## src/rtl/riscv_lsu.sv

```systemverilog
// Load-store unit between the MEM stage and a byte-addressable data memory.
// Aligned accesses pass straight through; misaligned ones are split into byte accesses.
module riscv_lsu #(
    parameter int ADDR_W = 64
) (
    input  logic              i_riscv_lsu_clk,
    input  logic              i_riscv_lsu_rst,
    input  logic              i_riscv_lsu_req,
    input  logic              i_riscv_lsu_we,
    input  logic [1:0]        i_riscv_lsu_size,
    input  logic              i_riscv_lsu_unsigned,
    input  logic [ADDR_W-1:0] i_riscv_lsu_addr,
    input  logic [63:0]       i_riscv_lsu_wdata,
    output logic [63:0]       o_riscv_lsu_rdata,
    output logic              o_riscv_lsu_done,
    output logic              o_riscv_lsu_stall,
    output logic              o_riscv_lsu_dm_wen,
    output logic [1:0]        o_riscv_lsu_dm_sel,
    output logic [ADDR_W-1:0] o_riscv_lsu_dm_addr,
    output logic [63:0]       o_riscv_lsu_dm_wdata,
    input  logic [63:0]       i_riscv_lsu_dm_rdata
);

    typedef enum logic [1:0] {
        IDLE,
        SPLIT,
        DONE
    } state_t;

    state_t            state_q, state_d;
    logic [2:0]        cnt_q, cnt_d;
    logic              we_q, we_d;
    logic [1:0]        size_q, size_d;
    logic              uns_q, uns_d;
    logic [ADDR_W-1:0] addr_q, addr_d;
    logic [63:0]       wdata_q, wdata_d;
    logic [63:0]       buf_q, buf_d;
    logic [63:0]       rdata_q, rdata_d;

    logic       accept;
    logic       misaligned;
    logic [2:0] last_idx;

    // Sign- or zero-extend the low 8*N bits of a little-endian value.
    function automatic logic [63:0] extend(input logic [63:0] v, input logic [1:0] size,
                                           input logic uns);
        case (size)
            2'b00:   extend = uns ? {56'b0, v[7:0]}  : {{56{v[7]}}, v[7:0]};
            2'b01:   extend = uns ? {48'b0, v[15:0]} : {{48{v[15]}}, v[15:0]};
            2'b10:   extend = uns ? {32'b0, v[31:0]} : {{32{v[31]}}, v[31:0]};
            default: extend = v;
        endcase
    endfunction

    // A request arriving while reset is held must not reach the memory.
    assign accept = i_riscv_lsu_req & ~i_riscv_lsu_rst;

    always_comb begin
        case (i_riscv_lsu_size)
            2'b01:   misaligned = i_riscv_lsu_addr[0];
            2'b10:   misaligned = |i_riscv_lsu_addr[1:0];
            2'b11:   misaligned = |i_riscv_lsu_addr[2:0];
            default: misaligned = 1'b0;
        endcase
    end

    always_comb begin
        case (size_q)
            2'b01:   last_idx = 3'd1;
            2'b10:   last_idx = 3'd3;
            2'b11:   last_idx = 3'd7;
            default: last_idx = 3'd0;
        endcase
    end

    always_comb begin
        // NOTE: every signal assigned below gets a default first, so no path can infer a latch.
        state_d  = state_q;
        cnt_d    = cnt_q;
        we_d     = we_q;
        size_d   = size_q;
        uns_d    = uns_q;
        addr_d   = addr_q;
        wdata_d  = wdata_q;
        buf_d    = buf_q;
        rdata_d  = rdata_q;

        o_riscv_lsu_dm_wen   = 1'b0;
        o_riscv_lsu_dm_sel   = i_riscv_lsu_size;
        o_riscv_lsu_dm_addr  = i_riscv_lsu_addr;
        o_riscv_lsu_dm_wdata = i_riscv_lsu_wdata;
        o_riscv_lsu_done     = 1'b0;
        o_riscv_lsu_stall    = 1'b0;

        case (state_q)
            IDLE: begin
                if (accept) begin
                    if (!misaligned) begin
                        o_riscv_lsu_dm_wen = i_riscv_lsu_we;
                        o_riscv_lsu_done   = 1'b1;
                        if (!i_riscv_lsu_we) begin
                            rdata_d = extend(i_riscv_lsu_dm_rdata, i_riscv_lsu_size,
                                             i_riscv_lsu_unsigned);
                        end
                    end else begin
                        we_d    = i_riscv_lsu_we;
                        size_d  = i_riscv_lsu_size;
                        uns_d   = i_riscv_lsu_unsigned;
                        addr_d  = i_riscv_lsu_addr;
                        wdata_d = i_riscv_lsu_wdata;
                        buf_d   = {56'b0, i_riscv_lsu_dm_rdata[7:0]};
                        cnt_d   = 3'd1;
                        state_d = SPLIT;

                        o_riscv_lsu_dm_sel = 2'b00;
                        o_riscv_lsu_dm_wen = i_riscv_lsu_we;
                        o_riscv_lsu_stall  = 1'b1;
                    end
                end
            end

            SPLIT: begin
                o_riscv_lsu_dm_sel   = 2'b00;
                o_riscv_lsu_dm_addr  = addr_q + ADDR_W'(cnt_q);
                o_riscv_lsu_dm_wdata = wdata_q >> {cnt_q, 3'b000};
                o_riscv_lsu_dm_wen   = we_q;
                o_riscv_lsu_stall    = 1'b1;
                if (!we_q) begin
                    buf_d[{cnt_q, 3'b000} +: 8] = i_riscv_lsu_dm_rdata[7:0];
                end
                if (cnt_q == last_idx) begin
                    state_d = DONE;
                end else begin
                    cnt_d = cnt_q + 3'd1;
                end
            end

            DONE: begin
                o_riscv_lsu_done = 1'b1;
                if (!we_q) begin
                    rdata_d = extend(buf_q, size_q, uns_q);
                end
                state_d = IDLE;
            end

            default: state_d = IDLE;
        endcase
    end

    // The result bus shows the value being retired this cycle, otherwise the last one.
    assign o_riscv_lsu_rdata = rdata_d;

    // NOTE: state is updated with non-blocking assignments so every flop samples pre-edge values.
    always_ff @(posedge i_riscv_lsu_clk or posedge i_riscv_lsu_rst) begin
        if (i_riscv_lsu_rst) begin
            state_q <= IDLE;
            cnt_q   <= '0;
            we_q    <= 1'b0;
            size_q  <= '0;
            uns_q   <= 1'b0;
            addr_q  <= '0;
            wdata_q <= '0;
            buf_q   <= '0;
            rdata_q <= '0;
        end else begin
            state_q <= state_d;
            cnt_q   <= cnt_d;
            we_q    <= we_d;
            size_q  <= size_d;
            uns_q   <= uns_d;
            addr_q  <= addr_d;
            wdata_q <= wdata_d;
            buf_q   <= buf_d;
            rdata_q <= rdata_d;
        end
    end

endmodule

```

## config.mk

```make
export PLATFORM = sky130hd
export DESIGN_NAME = riscv_lsu
export DESIGN_NICKNAME = d
export VERILOG_FILES = /design/src/rtl/riscv_lsu.sv
export SDC_FILE = /design/constraint.sdc
export NUM_CORES = 1
export LEC_CHECK = 0
export ABC_AREA = 1
export CORE_UTILIZATION = 33
export DETAILED_ROUTE_END_ITERATION = 12
export PLACE_DENSITY_LB_ADDON = 0.25
export SYNTH_ARGS = -nofsm -noshare
export SYNTH_HDL_FRONTEND = slang
export SYNTH_SLANG_ARGS = --single-unit
```

## constraint.sdc

```tcl
create_clock -name i_riscv_lsu_clk -period 18.05 [get_ports i_riscv_lsu_clk]
set_input_delay 3.61 -clock i_riscv_lsu_clk [delete_from_list [all_inputs] [get_ports i_riscv_lsu_clk]]
set_output_delay 3.61 -clock i_riscv_lsu_clk [all_outputs]
set_load 0.005 [all_outputs]
```

# == After elaboration in Yosys (flattened, before gate mapping) ==
# Index checks and enable logic that the tools add are counted.
# W data, S select, Z words.
# totals
regBits,265
latchBits,0
ramBits,0
mem_bits_ro,0
input_bits,199
out_inout_bits,197
wordCells,82
memories,0
# classes
add_sub_neg,3
n_mul,0
n_div,0
order_cmp,0
n_eq_ne,14
shift,3
mux,41
bitwise,2
reduce_logical,10
# op_table
op,count
$mux W64,15
$pmux W64 S3,2
$pmux W64 S2,2
$add A64 B3 Y64,1
$bwmux W64,1
$shift A8 B8 Y64 const A,1
$shiftx A8 B8 Y64,1
$shr A64 B6 Y64,1
$eq A2 B2 Y1 const B,5
$mux W2,5
$ne A2 B2 Y1 const B,5
$mux W3,3
$pmux W3 S3,1
$neg A6 Y8,1
$pmux W2 S2,2
$reduce_and A4 Y1,2
$eq A2 B1 Y1 const B,3
$logic_not A2 Y1,3
$pmux W1 S2,3
$pmux W3 S2,1
$reduce_and A3 Y1,2
$mux W1,5
$add A3 B1 Y3 const B,1
$eq A3 B3 Y1,1
6 further kinds,6

# == Logic depth before layout (Yosys ltp) ==
# logic_depth
ltp_word,6
mapped_depth,13

# == Least setup slack after synthesis ==
# No wires, ideal clock.
# synth_timing
path_type,input to output
start,input i_riscv_lsu_rst
end,output o_riscv_lsu_rdata[42]
arrival_time_ns,11.142
t_required_ns,14.440
path_slack_ns,3.298
path_stages,10
n_path_buf,2
cell_sequence,inv_1 > nand2_1 > inv_1 > nand3_2 > inv_2 > buf_2 > buf_2 > nand2_1 > o211ai_1 > nand2_1
# synth_between
elab_chain_cells,4
# synth_rtl
item,line_no,source
"start, declared",7,"input logic i_riscv_lsu_rst,"
$not A1 Y1,56,assign accept = i_riscv_lsu_req & ~i_riscv_lsu_rst;
$and A1 B1 Y1,56,
$mux W64,97,if (accept) begin
$pmux W64 S2,95,case (state_q)
"end, declared",14,"output logic [63:0] o_riscv_lsu_rdata,"
# No other way between the ends.

# == Final worst setup path ==
# layout_timing
start,input i_riscv_lsu_rst
end,output o_riscv_lsu_rdata[7]
# Same word-level chain as after synthesis.

==> results.py <==
metrics = {
    "outcome": {
        "status": "complete, no violations",
    },
    "synthesis": {
        "synth_area_sq_um": 17300,
        "synth_compound_area_frac": 0.205,
        "synth_edf_count": 0,
        "synth_top_area_cell": "dfrtp_1",
        "synth.net_count": 2872,
        "synthFlopType": "dfrtp_1",
        "synth_top_area_frac": 0.383,
        "ys_seq_area_frac": 0.383,
        "synth_area_leaders": "dfrtp_1, nand2_1, o21ai_0",
        "synth.distinct_cells": 35,
        "synth_seq_cells": 265,
        "synth_area_per_cell_sq_um": 6.51,
        "netlist_instances": 2663,
        "yosys.area_share.simple": 0.305,
        "synthMuxAreaShare": 0,
        "synth_fa_ha_area_frac": 0.00765,
        "synth_top_family_by_area": "simple AND/OR/NAND/NOR gates",
        "async_reset_ff_frac": 1.00,
        "synth_warnings": 0,
        "yosys.area_share.xor_xnor": 0.0147,
    },
    "finish": {
        "final_nets": 3179,
        "syn2layout_area_growth_pct": 32.8,
        "drive_above_1_share": 0.0370,
        "finish.utilization": 0.446,
    },
    "clock_tree": {
        "clock-root-buffer": "clkbuf_16",
        "cts_tree": "done",
        "clockBufferDepth": 3,
        "cts_hold_buf": 0,
        "cts_resized": 0,
        "cts_setup_buffers": 0,
        "clk_pin_slew_worst_paths_ns": 0.05,
        "h-tree-depth": 2,
        "clock_latency_ns": 0.57,
        "cts.sinks": 265,
        "cts_buffers": 36,
    },
    "run": {
        "cap_violations": 0,
    },
    "floorplan": {
        "dieArea_sq_um": 53500,
        "coreArea_sq_um": 51600,
        "die_y_um": 231,
        "io_pins": 396,
        "start_util": 0.336,
        "fp.dieW_um": 231,
        "num_rows": 83,
    },
    "timing": {
        "worst_slew_pin_slew_ns": 1.19,
        "setup_viol": 0,
        "relSlewSlack": 0.208,
        "finalCritPeriodShare": 0.614,
        "setup_tns_ns": 0,
        "finalHoldViolations": 0,
        "finClkSkew_ns": 0.0263,
        "maxSlewViolCount": 0,
        "rsz0062_at_grt": "no",
        "max_freq_mhz": 90.2,
        "period_needed_ns": 11.09,
    },
    "placed_design": {
        "place_congestion": 0.940,
        "io_buffers": 395,
        "dp_hpwl_um": 54100,
    },
    "route": {
        "top_layer_used": "met4",
        "drc": 0,
        "initialDrtViolationCount": 1773,
        "met3_wirelength_um": 5020,
        "wl_met1_um": 31800,
        "met2_length_um": 33900,
        "routed_wl_um": 73100,
        "ant_nets": 0,
        "wl_per_cell_um": 19.9,
        "via_count": 19500,
        "firstDrtPassIters": 6,
        "avgViaCountPerCell": 5.31,
    },
    "power": {
        "finalPower_uw": 3830,
        "p_leak_uw": 0.0104,
        "p_per_area_nw_per_um2": 166,
        "irDropWorstVdd_mv": 0.0664,
    },
    "global_routing": {
        "grt_pass1_wl_um": 112000,
        "grt_pass1_vias": 19100,
        "grt_overflow": 0,
        "track_usage": 0.270,
        "grt_max_degree": 135,
        "antenna_found_initial": 1,
    },
    "setup_path": {
        "cp_max_fo": 99,
        "path_class": "input port to output port",
        "arrival_ns": 7.48,
        "critPathCaptureType": "output port",
        "cp-startpoint": "i_riscv_lsu_rst",
        "required_ns": 14.44,
        "reg2reg_from": "state_q[0]",
        "startpoint_type": "input port",
    },
    "hold_path": {
        "min_path_type": "flop to flop",
        "min_from": "buf_q[39]",
    },
}
==> stage by stage <==
stage | cells | setup slack [ns] | hold WS, ns | area, sq um
2_1_floorplan | 2663 | 3.30 | 0.442 | 17300
3_3_place_gp | 3611 | 7.00 | 0.465 | 21700
3_5_place_dp | 3611 | 6.90 | 0.472 | 21700
4_1_cts | 3675 | 6.88 | 0.487 | 23000
5_1_grt | 3677 | 6.65 | 0.502 | 23000
6_report | 3677 | 6.96 | 0.487 | 23000
==> cell usage after synthesis, types with 3 or more instances <==
| cell | instances |
|---|---|
| nand2_1 | 946 |
| nor2_1 | 282 |
| xnor2_1 | 5 |
| dfrtp_1 | 265 |
| o32ai_1 | 5 |
| inv_1 | 229 |
| clkbuf_1 | 111 |
| xor2_1 | 24 |
| nor2_2 | 5 |
| o21a_1 | 3 |
| a22oi_1 | 26 |
| nand3b_1 | 3 |
| o21ai_0 | 352 |
| or2_2 | 7 |
| o221ai_1 | 7 |
| nand3_1 | 75 |
| o211ai_1 | 90 |
| o22ai_1 | 27 |
| nand4_1 | 21 |
| nor3_1 | 8 |
| buf_1 | 19 |
| o31ai_1 | 13 |
| a31oi_1 | 15 |
| a21oi_1 | 81 |
| ha_1 | 9 |
| inv_2 | 7 |
| buf_2 | 18 |
==> cells by family after synthesis <==
group,after synthesis
buf+inv,385
simple gates,1351
xor+xnor,29
compound gates,623
flops,265
fa+ha+maj,10
==> placed cells by master, fill, tap and decap left out, types with 15 or more instances in the layout <==
master / count
nand2_1: 946
o211ai_1: 90
clkdlybuf4s50_1: 395
buf_4: 21
xor2_1: 24
nor2_1: 281
o22ai_1: 27
nand4_1: 21
clkbuf_16: 38
o21ai_0: 352
a22oi_1: 26
nand3_1: 75
dfrtp_1: 264
inv_1: 228
a21oi_1: 81
a31oi_1: 15
==> worst paths after layout <==
path                                              to  slack [ns]  cells after the start
worst max register to register             buf_q[43]       12.93                     10
min in group asynchronous                 rdata_q[2]        3.52                      2
worst max-delay path            o_riscv_lsu_rdata[7]        6.96                     10
max in group asynchronous                 addr_q[10]       12.45                      4
worst min-delay path                       buf_q[39]        0.49                      2
worst min register to register             buf_q[39]        0.49                      2
==> power breakdown <==
part | switching (uW) | internal [uW] | total (uW) | leakage (uW)
Combinational | 1190 | 811 | 2000 | 0.00637
Clock | 300 | 472 | 773 | 0.000629
Sequential | 232 | 825 | 1060 | 0.00339
Total | 1720 | 2110 | 3830 | 0.0104
==> area by class of cell <==
type                       count  area [sq um]
fill                        5246         28600
multi-input combinational   2013          9250
antenna                        1          2.50
timing repair buffer         417          4130
sequential                   265          6630
clock buffer                  52          1110
inverter                     237           898
tap                          680           851
clock inverter                12           156
==> critical path, stage by stage <==
cell and delay, ns:
clkdlybuf4s50_1 0.49, inv_8 0.43, nand2_1 0.28, inv_1 0.19, nand3_2 0.37, inv_2 0.21, buf_4 0.73, o21ai_0 0.15
o21ai_0 0.24, clkdlybuf4s50_1 0.57
==> routing by layer <==
metal / up-vias / track usage
li1: 9300 / -
met1: 9266 / 0.362
met2: 840 / 0.443
met3: 116 / 0.0392
met4: 0 / 0.0935
met5: - / 0
==> sequential cells by signal (all words and copies together), names as in the netlist <==
signal   flops
addr_q      64
buf_q       64
cnt_q        3
rdata_q     64
size_q       2
state_q      2
uns_q        1
wdata_q     64
we_q         1
No activity file was read; power rests on OpenSTA's default activity.
